===== src/rtl/vga_bounce_box_gen.sv =====
// vga_bounce_box_gen: pixel generator that draws a solid square bouncing off
// the visible-area edges on a flat background. The box moves once per frame
// at the first blanking line. The pixel colour is registered on p_tick.
module vga_bounce_box_gen #(
    parameter int unsigned H_DISPLAY = 640,
    parameter int unsigned V_DISPLAY = 480,
    parameter int unsigned BOX_SIZE  = 32,
    parameter int unsigned VEL       = 2,
    parameter logic [11:0] BG_COLOR  = 12'h222
) (
    input  logic        clk,
    input  logic        reset,
    input  logic        p_tick,
    input  logic        video_on,
    input  logic [9:0]  x,
    input  logic [9:0]  y,
    input  logic [11:0] color,
    input  logic        pause,
    output logic [11:0] rgb,
    output logic        frame_tick,
    output logic [7:0]  frame_cnt
);

    // All geometry arithmetic is 11 bits wide so box+size+vel cannot wrap.
    localparam logic [10:0] H_LIM = 11'(H_DISPLAY);
    localparam logic [10:0] V_LIM = 11'(V_DISPLAY);
    localparam logic [10:0] BOX11 = 11'(BOX_SIZE);
    localparam logic [10:0] VEL11 = 11'(VEL);

    logic [9:0]  box_x_q, box_x_d;
    logic [9:0]  box_y_q, box_y_d;
    logic        dir_x_q, dir_x_d;   // 1: moving towards larger coordinates
    logic        dir_y_q, dir_y_d;
    logic [11:0] color_q;
    logic [7:0]  frame_cnt_q;
    logic        frame_tick_q;
    logic [11:0] rgb_q, rgb_d;
    logic        refr;
    logic        in_box;
    logic [10:0] step_x, step_y;

    // One axis of motion; returns {next_dir, next_pos}. Clamps to the edge
    // on the frame that would overshoot and reverses there.
    function automatic logic [10:0] axis_step(input logic [9:0] pos, input logic dir,
                                              input logic [10:0] limit);
        logic [10:0] p;
        logic [10:0] edge_pos;
        p        = {1'b0, pos};
        edge_pos = limit - BOX11;
        if (dir) begin
            if (p + BOX11 + VEL11 > limit) begin
                return {1'b0, edge_pos[9:0]};
            end
            p = p + VEL11;
            return {1'b1, p[9:0]};
        end
        if (p < VEL11) begin
            return {1'b1, 10'd0};
        end
        p = p - VEL11;
        return {1'b0, p[9:0]};
    endfunction

    // Frame update strobe: first pixel of the first blanking line.
    always_comb begin
        refr = p_tick && (x == 10'd0) && ({1'b0, y} == V_LIM);
    end

    // Next box position and direction; held while paused.
    always_comb begin
        step_x  = axis_step(box_x_q, dir_x_q, H_LIM);
        step_y  = axis_step(box_y_q, dir_y_q, V_LIM);
        box_x_d = box_x_q;
        box_y_d = box_y_q;
        dir_x_d = dir_x_q;
        dir_y_d = dir_y_q;
        if (refr && !pause) begin
            box_x_d = step_x[9:0];
            dir_x_d = step_x[10];
            box_y_d = step_y[9:0];
            dir_y_d = step_y[10];
        end
    end

    // Pixel colour: half-open box test against the current position.
    always_comb begin
        in_box = ({1'b0, x} >= {1'b0, box_x_q}) && ({1'b0, x} < {1'b0, box_x_q} + BOX11) &&
                 ({1'b0, y} >= {1'b0, box_y_q}) && ({1'b0, y} < {1'b0, box_y_q} + BOX11);
        rgb_d  = rgb_q;
        if (p_tick) begin
            if (!video_on) begin
                rgb_d = 12'h000;
            end else if (in_box) begin
                rgb_d = color_q;
            end else begin
                rgb_d = BG_COLOR;
            end
        end
    end

    // Box state, colour latch and frame counter; these change only at refr.
    always_ff @(posedge clk or posedge reset) begin
        if (reset) begin
            box_x_q     <= '0;
            box_y_q     <= '0;
            dir_x_q     <= 1'b1;
            dir_y_q     <= 1'b1;
            color_q     <= '0;
            frame_cnt_q <= '0;
        end else begin
            box_x_q <= box_x_d;
            box_y_q <= box_y_d;
            dir_x_q <= dir_x_d;
            dir_y_q <= dir_y_d;
            if (refr) begin
                color_q     <= color;
                frame_cnt_q <= frame_cnt_q + 8'd1;
            end
        end
    end

    // Registered outputs: pixel colour and the delayed frame strobe.
    always_ff @(posedge clk or posedge reset) begin
        if (reset) begin
            rgb_q        <= '0;
            frame_tick_q <= 1'b0;
        end else begin
            rgb_q        <= rgb_d;
            frame_tick_q <= refr;
        end
    end

    assign rgb        = rgb_q;
    assign frame_tick = frame_tick_q;
    assign frame_cnt  = frame_cnt_q;

endmodule


===== config.mk =====
export PLATFORM = sky130hd
export DESIGN_NAME = vga_bounce_box_gen
export DESIGN_NICKNAME = d
export VERILOG_FILES = /design/src/rtl/vga_bounce_box_gen.sv
export SDC_FILE = /design/constraint.sdc
export NUM_CORES = 1
export LEC_CHECK = 0
export ABC_AREA = 1
export BUFFER_PORTS_ARGS = -buffer_cell sky130_fd_sc_hd__clkbuf_2
export CAP_MARGIN = 20
export CORE_ASPECT_RATIO = 2
export CORE_MARGIN = 2
export CORE_UTILIZATION = 59
export DETAILED_ROUTE_END_ITERATION = 7
export PLACE_DENSITY_LB_ADDON = 0.25
export RECOVER_POWER = 100
export SKIP_LAST_GASP = 1
export SYNTH_ARGS = -nofsm -noshare
export SYNTH_HDL_FRONTEND = slang
export SYNTH_SLANG_ARGS = --single-unit

===== constraint.sdc =====
create_clock -name clk -period 3.8 [get_ports clk]
set_input_delay 0.38 -clock clk [delete_from_list [all_inputs] [get_ports clk]]
set_output_delay 0.38 -clock clk [all_outputs]
set_load 0.03 [all_outputs]

Word-level counts from Yosys, hierarchy flattened
Index checks and enable logic that the tools add are counted.
{ "word_totals": {"reg_bits": 55, "inputBits": 37, "output_inout_bits": 21, "elab_cells": 62} }
{ "op_classes": {"n_addsub": 9, "order_cmp": 8, "n_eq_ne": 1, "n_mux": 28, "n_reduce_logical": 8} }
{ "op_table": {"columns": ["cell", "count"], "rows": [
  ["two-way mux 11 bit", 16],
  ["two-way mux 12 bit", 2],
  ["adder 10 x 2 -> 11 bit (second input constant)", 2],
  ["adder 10 x 6 -> 11 bit (second input constant)", 2],
  ["adder 11 x 2 -> 11 bit (second input constant)", 2],
  ["less-than comparator 10 x 11 -> 1 bit", 2],
  ["less-than comparator 11 x 2 -> 1 bit (second input constant)", 2],
  ["greater-or-equal comparator 10 bit", 2],
  ["subtractor 10 x 2 -> 10 bit (second input constant)", 2],
  ["greater-than comparator 11 x 10 -> 1 bit (second input constant)", 1],
  ["greater-than comparator 11 x 9 -> 1 bit (second input constant)", 1],
  ["== test 10 x 9 -> 1 bit (second input constant)", 1],
  ["logical NOT 10 bit", 1],
  ["two-way mux 1 bit", 10],
  ["adder 8 x 1 -> 8 bit (second input constant)", 1],
  ["logical AND 1 bit", 6],
  ["logical NOT 1 bit", 1]
]} }

Depth between registers and ports, before layout
{ "depth": {"word_depth": 12, "mapped_depth": 24} }

Worst setup path after synthesis
No wires, ideal clock.
{ "synth_path": {"kind": "register to register", "startpoint": "register box_x_q[5]", "endpoint": "register box_x_q[5]", "setup_time_ps": 121, "arrival_ps": 2752, "t_required_ps": 3679, "slack_ps": 927, "stages_incl_launch_ff": 22, "synth_period_minus_slack_ps": 2873, "cell_sequence": "dfrtp_1 > ha_1 > nand2_2 > inv_1 > nor2_1 > nand3_1 > nor2_1 > xnor2_1 > nand2_2 > nand2_1 > inv_1 > ha_1 > nand2_1 > o21ai_0 > ha_1 > nand3_2 > nor2_4 > nand2_2 > nor2_4 > nor2_1 > o21bai_1 > nand2_1"} }
{ "synth_via": {"elab_chain_len": 12} }
{ "synth_rtl": {"columns": ["item", "line_no", "text"], "rows": [
  ["start: declaration", "30", "logic [9:0] box_x_q, box_x_d;"],
  ["start signal: assignment", "111", "box_x_q <= box_x_d;"],
  ["adder 10 x 6 -> 11 bit", "51", "if (p + BOX11 + VEL11 > limit) begin"],
  ["adder 11 x 2 -> 11 bit", "51", null],
  ["greater-than comparator 11 x 10 -> 1 bit", "51", null],
  ["two-way mux 1 bit", "51", null],
  ["two-way mux 1 bit", "50", "if (dir) begin"],
  ["two-way mux 11 bit", "54", "p = p + VEL11;"],
  ["two-way mux 11 bit", "50", null],
  ["less-than comparator 11 x 2 -> 1 bit", "57", "if (p < VEL11) begin"],
  ["two-way mux 1 bit (2 in series)", "57", null],
  ["two-way mux 11 bit", "60", "p = p - VEL11;"],
  ["two-way mux 11 bit (*)", "57", null]
]} }
Every way passes the cells marked *; elsewhere a longest branch is shown, timed or not. The select of a mux whose other input is x is not followed.
A chain may end at the register's enable or synchronous reset.

Worst setup path after layout
{ "layout_path": {"startpoint": "register box_x_q[5]", "endpoint": "register box_x_q[8]"} }
The elaborated chain is that of the path after synthesis.

==> results.json <==
{
  "synth_cells": 663,
  "rsz0062_at_grt": "false",
  "p_sw_mw": 0.2945,
  "first_pass_iters": 4,
  "async_reset_ff_share_pct": 100.0,
  "start_kind": "flop",
  "setup-tns-final_ns": 0,
  "netlist_area_mm2": 0.004602,
  "cts_tree": "built",
  "coreArea_mm2": 0.007601,
  "cts_hold_buf": 0,
  "skew_ns": 0.008684,
  "max-vdd-ir-drop_mv": 0.1941,
  "synth-seq-cells": 53,
  "r2r_start": "box_x_q[5]$_DFFE_PP0P_",
  "finalSetupViolations": 0,
  "hold_path_class": "input pin to flop",
  "yosysMostFrequentCell": "nand2_1",
  "fin_util_pct": 66.34,
  "fp-row-count": 45,
  "power_frac_comb_pct": 8.3,
  "track_usage_pct": 31.35,
  "cts_buffers": 5,
  "p_leak_nw": 2.715,
  "worstPathMaxFanout": 9,
  "io_buffers": 57,
  "max_slew.worst_pin.slew_ns": 2.995,
  "final_layout_size_suffix_gt1_share_pct": 12.57,
  "critPathRequiredTime_ns": 4.03,
  "synthToLayoutAreaGrowth_pct": 9.570,
  "dp_hpwl_mm": 9.672,
  "die_h_um": 128.9,
  "power_per_cell_area_mw_per_mm2": 239.8,
  "die-area_mm2": 0.008565,
  "yosysTopAreaCell": "dfrtp_1",
  "syn_nets": 740,
  "ios": 58,
  "hold_violations": 0,
  "grt_max_degree": 54,
  "avgRoutedWirePerCell_um": 15.47,
  "grt_pass1_wl_mm": 20.56,
  "cts_buffer_depth": 2,
  "synth_edf_count": 0,
  "ys_top_cells_by_count": "nand2_1, inv_1, dfrtp_1",
  "cp-end-kind": "flop",
  "maxCapViolations": 1,
  "clk_latency_ns": 0.30,
  "ys.warnings.count": 0,
  "switching_share_pct": 24.35,
  "r2r_end": "box_x_q[8]$_DFFE_PP0P_",
  "fin_crit_sh_pct": 89.69,
  "initial_utilization_pct": 60.54,
  "reg2reg_depth": 20,
  "drtAntennaViolNets": 0,
  "seq_area_frac_synth_pct": 28.87,
  "drc": 0,
  "clkTransAtPathRegs_ns": 0.08,
  "crit_path_end": "box_x_q[8]$_DFFE_PP0P_",
  "crit_type": "flop to flop",
  "cts-resized-gates": 0,
  "yosysUniqueCellTypes": 49,
  "fmax_mhz": 293.4,
  "synth.top_cell.area_share_pct": 27.73,
  "pwr-share-seq_pct": 47.0,
  "route.vias.total": 4455,
  "power.share.clock_pct": 44.7,
  "internal_power_mw": 0.9148,
  "fin_hold_ws_ns": 0.2820,
  "post_cts_buffers": 0,
  "crit_start": "box_x_q[5]$_DFFE_PP0P_",
  "drt_iter0_drc": 296,
  "cts_root_buf": "clkbuf_16",
  "dpl.cell_count": 802,
  "gp_congestion": 0.9364,
  "ys_top_cells_by_area": "dfrtp_1, nand2_1, ha_1",
  "first_global_vias": 4599,
  "clock-sinks": 53,
  "status": "finished with violations",
  "finalNonFillerCells": 810,
  "vias_per_cell": 5.500,
  "nets": 792,
  "antenna_cells": 0,
  "syn_avg_cell_area_um2": 6.941,
  "synth_flop_cell": "dfrtp_1",
  "cts_max_level": 2,
  "worst-r2r-setup-slack_ns": 0.39,
  "fin_crit_ns": 3.408,
  "relSlewSlack_pct": -99.67,
  "grt.overflow.total": 0,
  "antenna_found_initial": 0,
  "die_w_um": 66.45,
  "cp.arrival_ns": 3.63,
  "wirelength_mm": 12.53,
  "violations": "capacitance limit, slew limit",
  "slew_violations": 54
}
[metrics by stage]
stage	power (mW)	area (µm²)	setup WS [ns]
after detailed placement	0.6801	4946	0.4681
final	1.209	5042	0.3917
after global placement	0.6769	4946	0.4888
after CTS	1.212	5115	0.4353
after global routing	1.247	5042	0.05006
after floorplan	0.6331	4602	0.9272
[worst min-delay path by stage]
stage	start	endpoint	slack (ns)	depth (start not counted)
finish	color[7]	color_q[7]$_DFFE_PP0P_	0.28	3
global route	color[6]	color_q[6]$_DFFE_PP0P_	0.29	3
CTS	color[7]	color_q[7]$_DFFE_PP0P_	0.28	3
detailed placement	color_q[7]$_DFFE_PP0P_	color_q[7]$_DFFE_PP0P_	0.47	2
global placement	frame_cnt[7]$_DFFE_PP0P_	frame_cnt[7]$_DFFE_PP0P_	0.46	1
floorplan	color_q[0]$_DFFE_PP0P_	color_q[0]$_DFFE_PP0P_	0.45	2
[critical path, cell delays in order, from the launching register on]
cell and delay [ns]:
dfrtp_1 0.51, ha_1 0.25, nand2_2 0.07, inv_1 0.12
nand2_1 0.09, xor2_1 0.28, nor2_1 0.10, nor2_2 0.32
nand3_4 0.19, inv_1 0.20, nand2_1 0.11, nand2_1 0.10
inv_1 0.05, ha_1 0.22, nand3_2 0.12, nor2_4 0.06
nand2_1 0.10, nor2_4 0.06, nor2_4 0.16, nand2_1 0.09
a21oi_1 0.12
[power groups by stage]
stage / clock network [mW] / registers [mW] / logic [mW]
2_1_floorplan: 0 / 0.585 / 0.0484
3_3_place_gp: 0 / 0.579 / 0.0977
3_5_place_dp: 0 / 0.579 / 0.101
4_1_cts: 0.542 / 0.568 / 0.102
5_1_grt: 0.565 / 0.568 / 0.113
6_report: 0.540 / 0.568 / 0.101
[final cells by class]
type	instances	area, µm²
clock buffers	5	125.1
clock inverters	3	43.79
fillers	730	2559
inverters	96	361.6
multi-input cells	499	2794
flip-flops and latches	53	1329
well taps	94	117.6
repair buffers	60	271.5
[sequential cells by signal, summed over array words and instances (netlist names)]
name        count
box_x_q         9
box_y_q         9
color_q        12
dir_x_q         1
dir_y_q         1
frame_cnt       8
frame_tick      1
rgb            12
[kinds of logic after synthesis]
family	share of synthesized area (%)
AND/OR/NAND/NOR	35.97
XOR/XNOR	4.677
adder cells (fa/ha/maj)	10.88
AO/OA/AOI/OAI	9.924
flip-flops	28.87
buffers and inverters	9.679
[metal layers]
layer  GRT usage (%)  vias to the layer above  wire length [µm]  part of all wire, %
li1                -                     2216                 -                    -
met3           3.846                       54               393                  3.1
met1           30.84                     2062              4375                   35
met4           20.53                        0               804                  6.4
met2           58.65                      123              6954                   56
met5               0                        -                 0                    0
[placed cells by master, fill, tap and decap left out, types with 11 or more instances in the layout]
master / n
ha_1: 40
o21ai_0: 24
nand2_2: 11
nand3_1: 36
a21oi_1: 30
clkbuf_2: 34
nor2_1: 46
nand4_1: 19
clkbuf_1: 25
inv_1: 84
dfrtp_1: 51
nand2_1: 215
xor2_1: 15
Power figures use the tool's default switching activity.
